## config.mk

```make
export PLATFORM = sky130hd
export DESIGN_NAME = sddac_interp
export DESIGN_NICKNAME = d
export VERILOG_FILES = /design/src/rtl/sddac_interp.sv
export SDC_FILE = /design/constraint.sdc
export NUM_CORES = 1
export LEC_CHECK = 0
export CAP_MARGIN = 15
export CELL_PAD_IN_SITES_DETAIL_PLACEMENT = 2
export CELL_PAD_IN_SITES_GLOBAL_PLACEMENT = 2
export CORE_MARGIN = 3
export CORE_UTILIZATION = 25
export CTS_BUF_LIST = sky130_fd_sc_hd__clkbuf_8
export CTS_CLUSTER_DIAMETER = 40
export DETAILED_ROUTE_END_ITERATION = 10
export PLACE_DENSITY_LB_ADDON = 0.25
export SLEW_MARGIN = 15
export SYNTH_ARGS = -nofsm -noshare
export SYNTH_HDL_FRONTEND = slang
export SYNTH_SLANG_ARGS = --single-unit
```

## constraint.sdc

```tcl
create_clock -name clk -period 3.02 [get_ports clk]
set_clock_uncertainty 0.15 [all_clocks]
set_input_delay 0.906 -clock clk [delete_from_list [all_inputs] [get_ports clk]]
set_output_delay 0.906 -clock clk [all_outputs]
set_load 0.05 [all_outputs]
```

## src/rtl/sddac_interp.sv

```systemverilog
// Linear interpolating upsampler feeding a sigma-delta DAC: accepts Q(1,15) samples
// over valid/ready and emits one interpolated sample per clock, flagging underruns.
module sddac_interp #(
    parameter int OSR_LOG2 = 6
) (
    input  logic        clk,
    input  logic        rst,
    input  logic [15:0] in_data,
    input  logic        in_valid,
    output logic        in_ready,
    input  logic        clr_underrun,
    output logic [15:0] sig_out,
    output logic        phase_start,
    output logic        underrun
);

    localparam int AW = 17 + OSR_LOG2;
    localparam logic [OSR_LOG2-1:0] LAST = '1;

    typedef enum logic [1:0] {IDLE, RUN, HOLD} state_t;

    state_t               state;
    state_t               state_nxt;
    logic [15:0]          nxt;
    logic                 nxt_valid;
    logic [15:0]          target;
    logic [16:0]          delta;
    logic [AW-1:0]        acc;
    logic [OSR_LOG2-1:0]  cnt;
    logic                 load;
    logic                 set_ur;
    logic                 accept;

    always_ff @(posedge clk or posedge rst) begin
        if (rst) begin
            state <= IDLE;
        end else begin
            state <= state_nxt;
        end
    end

    always_comb begin
        state_nxt = state;
        load      = 1'b0;
        set_ur    = 1'b0;
        case (state)
            IDLE: begin
                if (nxt_valid) begin
                    load      = 1'b1;
                    state_nxt = RUN;
                end
            end
            RUN: begin
                if (cnt == LAST) begin
                    if (nxt_valid) begin
                        load = 1'b1;
                    end else begin
                        state_nxt = HOLD;
                        set_ur    = 1'b1;
                    end
                end
            end
            HOLD: begin
                if (nxt_valid) begin
                    load      = 1'b1;
                    state_nxt = RUN;
                end
            end
            default: state_nxt = IDLE;
        endcase
    end

    always_comb begin
        in_ready    = !nxt_valid && !rst;
        phase_start = (state == RUN) && (cnt == '0);
        sig_out     = acc[OSR_LOG2 +: 16];
        accept      = in_valid && !nxt_valid;
    end

    // A load needs a full buffer while an accept needs an empty one, so the two
    // updates to nxt_valid below are mutually exclusive.
    always_ff @(posedge clk or posedge rst) begin
        if (rst) begin
            nxt       <= '0;
            nxt_valid <= 1'b0;
            target    <= '0;
            delta     <= '0;
            acc       <= '0;
            cnt       <= '0;
            underrun  <= 1'b0;
        end else begin
            if (accept) begin
                nxt       <= in_data;
                nxt_valid <= 1'b1;
            end
            if (load) begin
                delta     <= {nxt[15], nxt} - {target[15], target};
                target    <= nxt;
                acc       <= {target[15], target, {OSR_LOG2{1'b0}}};
                cnt       <= '0;
                nxt_valid <= 1'b0;
            end else if (state == RUN) begin
                // Snapping to the endpoint on the last step equals acc+delta exactly.
                if (cnt == LAST) begin
                    acc <= {target[15], target, {OSR_LOG2{1'b0}}};
                end else begin
                    acc <= acc + {{OSR_LOG2{delta[16]}}, delta};
                end
                cnt <= cnt + 1'b1;
            end
            if (set_ur) begin
                underrun <= 1'b1;
            end else if (clr_underrun) begin
                underrun <= 1'b0;
            end
        end
    end

endmodule

```

Word-level counts from Yosys, hierarchy flattened
Cells that the tools add are included.

cells by class
  reduce and logical (&&, ||, !) cells = 12
  $add $sub $neg = 3
  eq/ne operators = 6
  muxes and demuxes = 19

operators by type and width
  operator                                                number
  2-to-1 mux 23 bit                                       3
  adder 23 bit                                            1
  subtractor 16 x 16 -> 17 bit                            1
  2-to-1 mux 6 bit                                        2
  2-to-1 mux 1 bit                                        9
  adder 6 x 1 -> 6 bit (second input constant)            1
  equality test 6 bit (second input constant)             1
  zero test 6 bit                                         1
  2-to-1 mux 2 bit                                        3
  nonzero test 2 bit                                      3
  inequality test 2 x 1 -> 1 bit (second input constant)  2
  case mux 2 bit (2 select lines)                         1
  logical AND 1 bit                                       3
  AND reduction 3 bit                                     1
  equality test 2 x 1 -> 1 bit (second input constant)    1
  equality test 2 bit (second input constant)             1
  zero test 1 bit                                         2
  zero test 2 bit                                         1
  inequality test 2 bit (second input constant)           1
  case mux 1 bit (2 select lines)                         1
  OR reduction 2 bit                                      1

storage, ports and cells
  output and inout bits = 19
  word-level logic and storage cells = 48
  bits of input ports = 20
  bits in registers = 82

Logic depth before layout (Yosys ltp)
  depth after elaboration = 4
  gate-level depth with buffers = 11
  gate-level depth less buffers = 11

Worst setup path after synthesis
OpenSTA, ideal clock, no wires.

  path type = flip-flop to output port
  start = reg state[1]
  end = out phase_start
  stages on the path, launching flop included = 5
  path buffers = 1
  setup slack = -0.292 ns
  data arrival time = 2.256 ns
  data required time = 1.964 ns
  cells stage by stage = dfrtp_1 nor2b_1 clkbuf_1 nand3b_1 nor4_1

between the ends
  cells in the longest elaborated chain, start to end = 2

RTL lines
  element                       RTL line  RTL
  start, declared               22        state_t state;
  start signal, assigned        38        state <= state_nxt;
  equality test 2 x 1 -> 1 bit  75        phase_start = (state == RUN) && (cnt == '0);
  logical AND 1 bit             75
  end, declared                 13        output logic phase_start,

Every way passes these cells.

Worst setup path in the final report
  start = reg delta[12]
  end = reg acc[21]

between the ends
  cells in the longest elaborated chain, start to end = 4

RTL lines
  element                 RTL line  RTL
  start, declared         27        logic [16:0] delta;
  start signal, assigned  97        delta <= {nxt[15], nxt} - {target[15], target};
  adder 23 bit            107       acc <= acc + {{OSR_LOG2{delta[16]}}, delta};
  2-to-1 mux 23 bit       104       if (cnt == LAST) begin
  2-to-1 mux 23 bit       102       end else if (state == RUN) begin
  2-to-1 mux 23 bit       96        if (load) begin
  end signal, assigned    99        acc <= {target[15], target, {OSR_LOG2{1'b0}}};
  end signal, assigned    105       acc <= {target[15], target, {OSR_LOG2{1'b0}}};
  end signal, assigned    107
  end, declared           28        logic [AW-1:0] acc;

Every way passes these cells. The select of a mux whose other input is x is not followed.
A chain may end at the register's enable or synchronous reset.

==> impl_metrics.json <==
{
  "num_rows": 52,
  "insertion_delay_ns": 0.38,
  "synth.top_cell.area_share_pct": 38.5,
  "critPathMaxFanout": 8,
  "cts_root_buffer": "clkbuf_8",
  "rr_endpoint": "acc[21]",
  "dpl.hpwl_mm": 12.0,
  "whs_path_depth": 2,
  "die_area_um2": 22800,
  "min_period_ns": 2.86,
  "cp_common_cell": "o211ai_2",
  "synth_ff_type": "dfrtp_1",
  "synth.distinct_cells": 67,
  "utilization_pct": 29.9,
  "setup_ws_ns": 0.159,
  "worst_pin_slew_ns": 0.502,
  "numCtsBuffers": 9,
  "slew_headroom_pct": 66.4,
  "finalCritPeriodShare_pct": 94.7,
  "cts_hold_buf": 0,
  "finalWeightedCongestion": 0.827,
  "crit_chain": "ha_1 -> nand2_1 -> o211ai_2 -> a41oi_2 -> and2_4 -> a2111o_1 -> o211ai_2 -> mux2_4 -> a2bb2oi_2",
  "start_util_pct": 25.7,
  "post-place-ws_ns": 0.0823,
  "hold_path_end": "delta[7]",
  "drv_cap": 0,
  "via_per_inst": 4.91,
  "final-setup-viol-count": 0,
  "n_antenna_cell": 0,
  "synthTopCellsByArea": "dfrtp_1 (39%), ha_1 (9.3%), o21ai_0 (5.6%)",
  "routedWlPerCell_um": 18.0,
  "synth_nets": 624,
  "ff2ff_path_depth": 9,
  "core_region_area_um2": 20400,
  "grt_pass1_vias": 4577,
  "min_from": "delta[7]",
  "nNetsFinal": 649,
  "crit_required_ns": 3.13,
  "syn2layout_area_growth_pct": 16.2,
  "synthArstFlopShare_pct": 100,
  "tritoncts": "done",
  "crit_buf_inv": 0,
  "antenna_found_initial": 0,
  "fillers": 2296,
  "rsz0062_at_grt": "no",
  "yosysWarningCount": 0,
  "grt-ovfl-total": 0,
  "via_count": 4237,
  "r2r_start": "delta[12]",
  "worstPathArrival_ns": 2.97,
  "worstSetupPathType": "flop to flop",
  "die_w_um": 151,
  "port_buffers": 38,
  "grt_pass1_wl_mm": 25.6,
  "drv_slew": 0,
  "finalHoldViolations": 0,
  "drt_iter0_markers": 126,
  "yosys_register_bits": 81,
  "route.detailed.drc": 0,
  "fmax_mhz": 350,
  "clock_tree.buffer_depth": 2,
  "cp-start-kind": "flop",
  "status": "finished clean",
  "clock_sinks": 81,
  "cpLargestDelayFamily": "compound AO/OA/AOI/OAI gates",
  "drtPass1Iterations": 4,
  "synth-seq-area-share_pct": 38.5,
  "drt-total-wl_mm": 15.5,
  "drive_gt1_share_pct": 12.3,
  "synth_edf_count": 0,
  "synth_cells": 563,
  "hold_ws_ns": 0.344,
  "die_h_um": 151,
  "max_stage_delay_ns": 0.49,
  "syn_area_per_cell_um2": 9.34,
  "yosysTopAreaCell": "dfrtp_1",
  "clk_pin_slew_worst_paths_ns": 0.10,
  "critPathCaptureType": "flop",
  "slowest_stage": "ha_1",
  "finalSetupTns_ns": 0,
  "syn_area_um2": 5260,
  "grt_usage_pct": 14.4,
  "hp-class": "flop to flop",
  "grt_max_degree": 39,
  "ant_nets": 0,
  "htree_levels": 3,
  "pin_count": 39,
  "worst-r2r-setup-slack_ns": 0.16
}
-- layer usage --
| layer | wire [µm] | up-vias | global-route usage [%] |
|---|---|---|---|
| li1 | - | 2050 | - |
| met1 | 7820 | 2131 | 20.8 |
| met2 | 7170 | 45 | 22.2 |
| met3 | 360 | 11 | 2.63 |
| met4 | 176 | 0 | 3.58 |
| met5 | 0 | - | 0 |
-- logic make-up after synthesis --
logic type / share of synthesized area, %
compound gates: 22.2
simple gates: 13.5
flops: 38.5
buf+inv: 7.19
fa+ha+maj: 10.0
xor+xnor: 4.83
mux: 3.69
-- cell usage after synthesis, types with 3 or more instances --
master      n
a2111oi_0   4
a211o_1     4
a211oi_2    3
a21o_1     15
a21oi_1    26
a221oi_1    3
a22oi_1     5
a31oi_1     3
and2_1      4
buf_2       3
buf_4      19
buf_6       4
clkbuf_1   14
dfrtp_1    81
ha_1       39
inv_1      28
mux2_2     15
nand2_1    73
nand2b_1   10
nand3_1    11
nand3b_1    3
nand4_1     5
nor2_1     19
nor2b_1     6
nor3_1      4
nor3b_1     3
nor4_1      5
o21a_1      7
o21ai_0    59
o21ai_1     6
o221ai_1    3
o22ai_1     6
xnor2_1    14
xor2_1     15
-- worst register-to-register path, stage by stage (launching register included) --
cell,delay (ns)
dfrtp_1,0.44
ha_1,0.49
nand2_1,0.15
o211ai_2,0.20
a41oi_2,0.19
and2_4,0.22
a2111o_1,0.39
o211ai_2,0.08
mux2_4,0.32
a2bb2oi_2,0.13
-- layout make-up --
type                            instances  area, µm²  area share [%]
Inverter                               28        109            1.78
Tap cell                              270        338            5.53
Multi-Input combinational cell        412       2880            47.1
Clock inverter                          7       71.3            1.17
Sequential cell                        81       2030            33.2
Clock buffer                            9        124            2.03
Timing Repair Buffer                   56        561            9.18
-- through the flow --
| step | instances | instance area [µm²] |
|---|---|---|
| after floorplan | 563 | 5270 |
| after global placement | 845 | 5880 |
| after detailed placement | 845 | 5880 |
| after CTS | 861 | 6070 |
| after global routing | 863 | 6110 |
| final | 863 | 6110 |
-- placed cells by master (no fill, tap or decap), types with 6 or more instances in the layout --
cell type	count
nor2b_1	6
a21oi_1	25
inv_1	27
ha_1	39
nand3_1	11
o21a_1	7
a21o_1	15
clkdlybuf4s50_1	36
nand2_1	73
nor2_1	19
nand2b_1	10
xor2_1	15
o21ai_0	59
xnor2_1	14
clkbuf_8	9
o22ai_1	6
buf_4	16
o21ai_1	6
dfrtp_1	81
mux2_2	15
-- sequential cells by signal, summed over array words and instances (netlist names) --
register   cells
delta         17
state          2
acc           22
nxt_valid      1
nxt           16
cnt            6
underrun       1
target        16
-- what timing repair did --
item                                    in CTS  in global routing
endpoints found under the setup margin       0                  3
setup buffers                                0                  2
gates resized for setup                      0                  5
-- how the worst max path moves through the flow --
stage	to	cells past startpoint	slack, ns	from
after floorplan	phase_start	4	0.28	state[1]
after global placement	acc[20]	10	0.18	delta[0]
after detailed placement	acc[14]	10	0.08	delta[0]
after CTS	acc[14]	10	0.02	delta[0]
after global routing	acc[14]	10	0.004	delta[0]
final	acc[21]	9	0.16	delta[12]
Power is left out: the tool's default activity adds up to more than one toggle a clock period on the data nets, which glitch-free logic cannot reach.
